`src/rtl/hls_loop_engine.sv`:
```
// Loop kernel: scans k RAM words from base v, reduces accepted words (sum or max,
// word <= THRESH) and counts rejects, then writes both results back and reports done.
module hls_loop_engine #(
    parameter int DATA_W   = 32,
    parameter int ADDR_W   = 10,
    parameter int THRESH   = 100,
    parameter int OUT_ADDR = 1000
) (
    input  logic              clk,
    input  logic              reset,
    input  logic              start,
    input  logic              mode,
    input  logic [ADDR_W-1:0] v,
    input  logic [ADDR_W:0]   k,
    output logic              busy,
    output logic              done,
    output logic [DATA_W-1:0] result,
    output logic [DATA_W-1:0] rej_cnt,
    output logic [ADDR_W-1:0] mem_addr,
    output logic              mem_re,
    input  logic [DATA_W-1:0] mem_rdata,
    output logic              mem_we,
    output logic [DATA_W-1:0] mem_wdata
);

    typedef enum logic [2:0] {IDLE, RD, ACC, WR0, WR1, DONE} state_t;

    localparam logic [DATA_W-1:0] THRESH_V = DATA_W'(THRESH);
    localparam logic [DATA_W-1:0] DATA_ONE = DATA_W'(1);
    localparam logic [ADDR_W:0]   IDX_ONE  = (ADDR_W+1)'(1);
    localparam logic [ADDR_W-1:0] OUT_A0   = ADDR_W'(OUT_ADDR);
    localparam logic [ADDR_W-1:0] OUT_A1   = ADDR_W'(OUT_ADDR + 1);

    state_t            state, state_next;
    logic [ADDR_W-1:0] base;
    logic [ADDR_W:0]   trip;
    logic [ADDR_W:0]   idx;
    logic [ADDR_W:0]   idx_inc;
    logic              mode_q;
    logic [DATA_W-1:0] acc;
    logic [DATA_W-1:0] rej;
    logic              accept;

    assign idx_inc = idx + IDX_ONE;
    assign accept  = (mem_rdata <= THRESH_V);

    // NOTE: sequential state uses non-blocking assignments so every register
    // samples pre-edge values, independent of process ordering.
    always_ff @(posedge clk) begin
        if (reset) state <= IDLE;
        else       state <= state_next;
    end

    // NOTE: every output of this block gets a default first, so no path can
    // leave a signal unassigned and infer a latch.
    always_comb begin
        state_next = state;
        busy       = 1'b1;
        done       = 1'b0;
        mem_re     = 1'b0;
        mem_we     = 1'b0;
        mem_addr   = '0;
        mem_wdata  = '0;
        case (state)
            IDLE: begin
                busy = 1'b0;
                if (start) state_next = (k != '0) ? RD : WR0;
            end
            RD: begin
                mem_re     = 1'b1;
                mem_addr   = base + idx[ADDR_W-1:0];
                state_next = ACC;
            end
            ACC: state_next = (idx_inc < trip) ? RD : WR0;
            WR0: begin
                mem_we     = 1'b1;
                mem_addr   = OUT_A0;
                mem_wdata  = acc;
                state_next = WR1;
            end
            WR1: begin
                mem_we     = 1'b1;
                mem_addr   = OUT_A1;
                mem_wdata  = rej;
                state_next = DONE;
            end
            DONE: begin
                done       = 1'b1;
                state_next = IDLE;
            end
            default: state_next = IDLE;
        endcase
    end

    // Operands are captured at launch, so input changes mid-run are invisible.
    always_ff @(posedge clk) begin
        if (reset) begin
            base    <= '0;
            trip    <= '0;
            idx     <= '0;
            mode_q  <= 1'b0;
            acc     <= '0;
            rej     <= '0;
            result  <= '0;
            rej_cnt <= '0;
        end else begin
            case (state)
                IDLE: begin
                    if (start) begin
                        base   <= v;
                        trip   <= k;
                        mode_q <= mode;
                        idx    <= '0;
                        acc    <= '0;
                        rej    <= '0;
                    end
                end
                ACC: begin
                    if (accept) begin
                        if (mode_q) acc <= (mem_rdata > acc) ? mem_rdata : acc;
                        else        acc <= acc + mem_rdata;
                    end else if (rej != '1) begin
                        rej <= rej + DATA_ONE;
                    end
                    idx <= idx_inc;
                end
                WR1: begin
                    // Published on entry to DONE so they are valid alongside done.
                    result  <= acc;
                    rej_cnt <= rej;
                end
                default: ;
            endcase
        end
    end

endmodule

```
`config.mk`:
```
export PLATFORM = sky130hd
export DESIGN_NAME = hls_loop_engine
export DESIGN_NICKNAME = d
export VERILOG_FILES = /design/src/rtl/hls_loop_engine.sv
export SDC_FILE = /design/constraint.sdc
export NUM_CORES = 1
export LEC_CHECK = 0
export CORE_MARGIN = 4
export CORE_UTILIZATION = 58
export DETAILED_ROUTE_END_ITERATION = 12
export PLACE_DENSITY = 0.9
export SYNTH_ARGS = -nofsm -noshare
export SYNTH_HDL_FRONTEND = slang
export SYNTH_SLANG_ARGS = --single-unit
```
`constraint.sdc`:
```
create_clock -name clk -period 7.25 [get_ports clk]
set_input_delay 2.175 -clock clk [delete_from_list [all_inputs] [get_ports clk]]
set_output_delay 2.175 -clock clk [all_outputs]
set_load 0.02 [all_outputs]
```
==> flow_summary_export.csv <==
group,metric,value,unit
status,status,"complete, no violations",
yosys,ys_seq_area_frac,0.332,
detailed_routing,wire_per_inst,17.9,um
clocking,cts_max_level,4,
clocking,clk_latency,0.43,ns
finish,final_common_cell,"nand2_1",
die,start_util,0.595,
sta,rsz0062_at_grt,"false",
die,ios,167,
sta,fin_crit_sh,0.771,
yosys,synth_ff_type,"dfxtp_1",
yosys,yosysWarnings,0,
sta,tightest_slew,1.07,ns
yosys,yosysTopAreaCell,"dfxtp_1",
detailed_routing,first_pass_iters,5,
die,row_count,47,
global_routing,globalRouteTotalUtil,0.302,
sta,setup_tns,0,ns
finish,fin_area,12200,um^2
detailed_routing,vias_per_cell,5.88,
setup_path,regToRegSetupSlack,3.61,ns
hold_path,hold_start,"result[28]",
yosys,synth_edf_count,0,
clocking,cts_buffers,17,
finish,final_cell_mix,"nand2_1 (310), a21oi_1 (174), clkdlybuf4s50_1 (165), dfxtp_1 (164), nor2_1 (85)",
setup_path,crit_path_max_fanout,5,
yosys,ys_async_sr_fraction,0,
yosys,netlist_area,9900,um^2
global_routing,overflow,0,
finish,num_antenna_cells,0,
yosys,avgSynthCellArea,7.48,um^2
clocking,cts_tree,"yes",
yosys,ys_seq_elements,164,
yosys,synth_compound_area_frac,0.183,
sta,setup_viol,0,
hold_path,hp-class,"reg -> reg",
sta,fmax,179,MHz
setup_path,rr_endpoint,"acc[26]",
setup_path,critPathLaunchType,"flip-flop",
hold_path,holdPathStages,2,
sta,drv_slew,0,
clocking,clk_pin_slew,0.07,ns
setup_path,cp-end-kind,"primary output",
detailed_routing,final_antenna_net_count,0,
place,placed_area,11600,um^2
clocking,post_cts_resized,0,
finish,layout.nets,1597,
setup_path,ff2ff_path_depth,12,
clocking,post_cts_buffers,0,
die,dieArea,19200,um^2
place,portBuffers,166,
yosys,synth_top_family_by_area,"simple AND/OR/NAND/NOR gates",
global_routing,grt_max_degree,73,
job,cap_violations,0,
sta,period_needed,5.59,ns
place,gp_congestion,0.967,
clocking,hold_buffers,0,
yosys,synthSimpleGateAreaFrac,0.246,
setup_path,cp_data_arrival_time,3.42,ns
die,core,16600,um^2
setup_path,critPathKind,"reg -> out",
finish,layout-drive-gt1-share,0.0464,
yosys,synth_fp_nets,1466,
yosys,synth_mux_area_frac,0.00619,
clocking,clock-sinks,164,
hold_path,worstHoldEndpoint,"result[28]",
yosys,syn_inst,1323,
sta,slew_headroom,0.285,
die,die_width,139,um
yosys,synth-xor-area-share,0.0610,
global_routing,grt_pass1_wl,48300,um
clocking,clockBufferDepth,2,
yosys,synthTopCellsByArea,"dfxtp_1 (33%), nand2_1 (12%), ha_1 (11%), a21oi_1 (8.8%), xnor2_1 (4.1%)",
yosys,synth_cell_types,75,
sta,finalHoldViolations,0,
detailed_routing,dr_total_vias,9921,
detailed_routing,routed_wirelength,30200,um
detailed_routing,drc,0,
setup_path,reg2reg_from,"acc[25]",
finish,final_util,0.733,
detailed_routing,drtIter0Drc,894,
pwr,irDropWorstVdd,0.238,mV
yosys,yosysTopAreaCellShare,0.332,
pwr,power.density,170,nW/um^2
sta,clock_skew,0.0117,ns
die,dieHeight,139,um
setup_path,required,5.08,ns
global_routing,first_global_vias,9324,
pwr,leakagePower,0.00463,uW
place,place_hpwl,22200,um
clocking,cts_root_buffer,"clkbuf_16",
global_routing,antenna_found_initial,0,
finish,area_delta_synth_final,23.2,%
yosys,synthAdderAreaFrac,0.110,
-- report_power, final --
part,internal (uW),leakage (uW),switching [uW]
Clock,492,0.000278,414
Sequential,912,0.00132,9.73
Combinational,93.9,0.00303,149
Total,1500,0.00463,573
-- metrics by stage --
stage / power (uW) / hold slack (ns) / setup WS, ns / instances
finish: 2070 / 0.455 / 1.66 / 1686
detailed placement: 1180 / 0.447 / 1.51 / 1655
CTS: 2070 / 0.456 / 1.68 / 1686
floorplan: 1090 / 0.433 / 2.71 / 1323
global route: 2130 / 0.474 / 1.32 / 1686
global placement: 1180 / 0.442 / 1.56 / 1655
-- metal layers --
layer,track usage,up-vias,wire length [um],share of wire
met4,0.0855,0,770,0.025
met1,0.375,4677,12300,0.41
li1,-,4740,-,-
met3,0.0593,55,2280,0.075
met5,0,-,0,0
met2,0.535,449,14900,0.49
-- registers in the layout, summed over array words and instances (netlist names) --
signal	count
mode_q	1
base	10
idx	11
trip	11
result	32
rej	32
acc	32
rej_cnt	32
state	3
-- synth_stat cells (3+ instances only) --
master,number
o21ai_0,61
xor2_1,23
xnor2_1,46
buf_1,11
o21bai_1,12
buf_2,9
a22oi_1,5
nor2b_1,9
o31ai_1,8
and3_1,13
mux2i_1,5
o31a_1,3
o211ai_1,6
nand2b_1,10
clkbuf_1,37
nand3_1,20
nand2_1,311
nand3b_1,3
a21boi_0,4
a21oi_1,174
nand4_1,16
nor4_1,12
buf_6,4
ha_1,84
or3_1,17
inv_1,82
dfxtp_1,164
o21a_1,4
and4_1,5
a21o_1,5
nor2_1,85
nor3_1,16
a31oi_1,3
or3_2,5
-- worst max-delay path, cell delays in order, from the launching register on --
cell             delay [ns]
dfxtp_1                0.41
ha_1                   0.20
inv_1                  0.05
fa_1                   0.37
nor2b_1                0.16
o21ai_0                0.13
a21boi_0               0.27
o21ai_0                0.12
nand2b_1               0.12
a21o_1                 0.13
a21oi_1                0.07
xor2_1                 0.14
o21ai_0                0.17
clkdlybuf4s50_1        0.63
-- area by class of cell --
type / instances / area [um^2]
Fill cell: 1311 / 4450
Multi-Input combinational cell: 1012 / 6010
Clock inverter: 13 / 138
Timing Repair Buffer: 176 / 1730
Inverter: 83 / 312
Tap cell: 220 / 275
Clock buffer: 18 / 439
Sequential cell: 164 / 3280
-- cell families (layout without fill, tap and decap cells) --
logic type | after synthesis | after routing
buffers and inverters | 147 | 290
multiplexers | 6 | 6
adder cells (fa/ha/maj) | 86 | 86
flip-flops | 164 | 164
XOR/XNOR | 69 | 69
AND/OR/NAND/NOR | 542 | 542
AO/OA/AOI/OAI | 309 | 309
-- how the worst max path moves through the flow --
stage / from / endpoint / slack, ns / cells after the start
after global routing: idx[0] / mem_addr[8] / 1.32 / 13
final: idx[0] / mem_addr[8] / 1.66 / 13
after CTS: idx[0] / mem_addr[8] / 1.68 / 13
after global placement: mem_rdata[25] / acc[24] / 1.56 / 12
after detailed placement: mem_rdata[25] / acc[26] / 1.51 / 12
after floorplan: idx[0] / mem_addr[8] / 2.71 / 12
No activity file was read; power rests on OpenSTA's default activity.
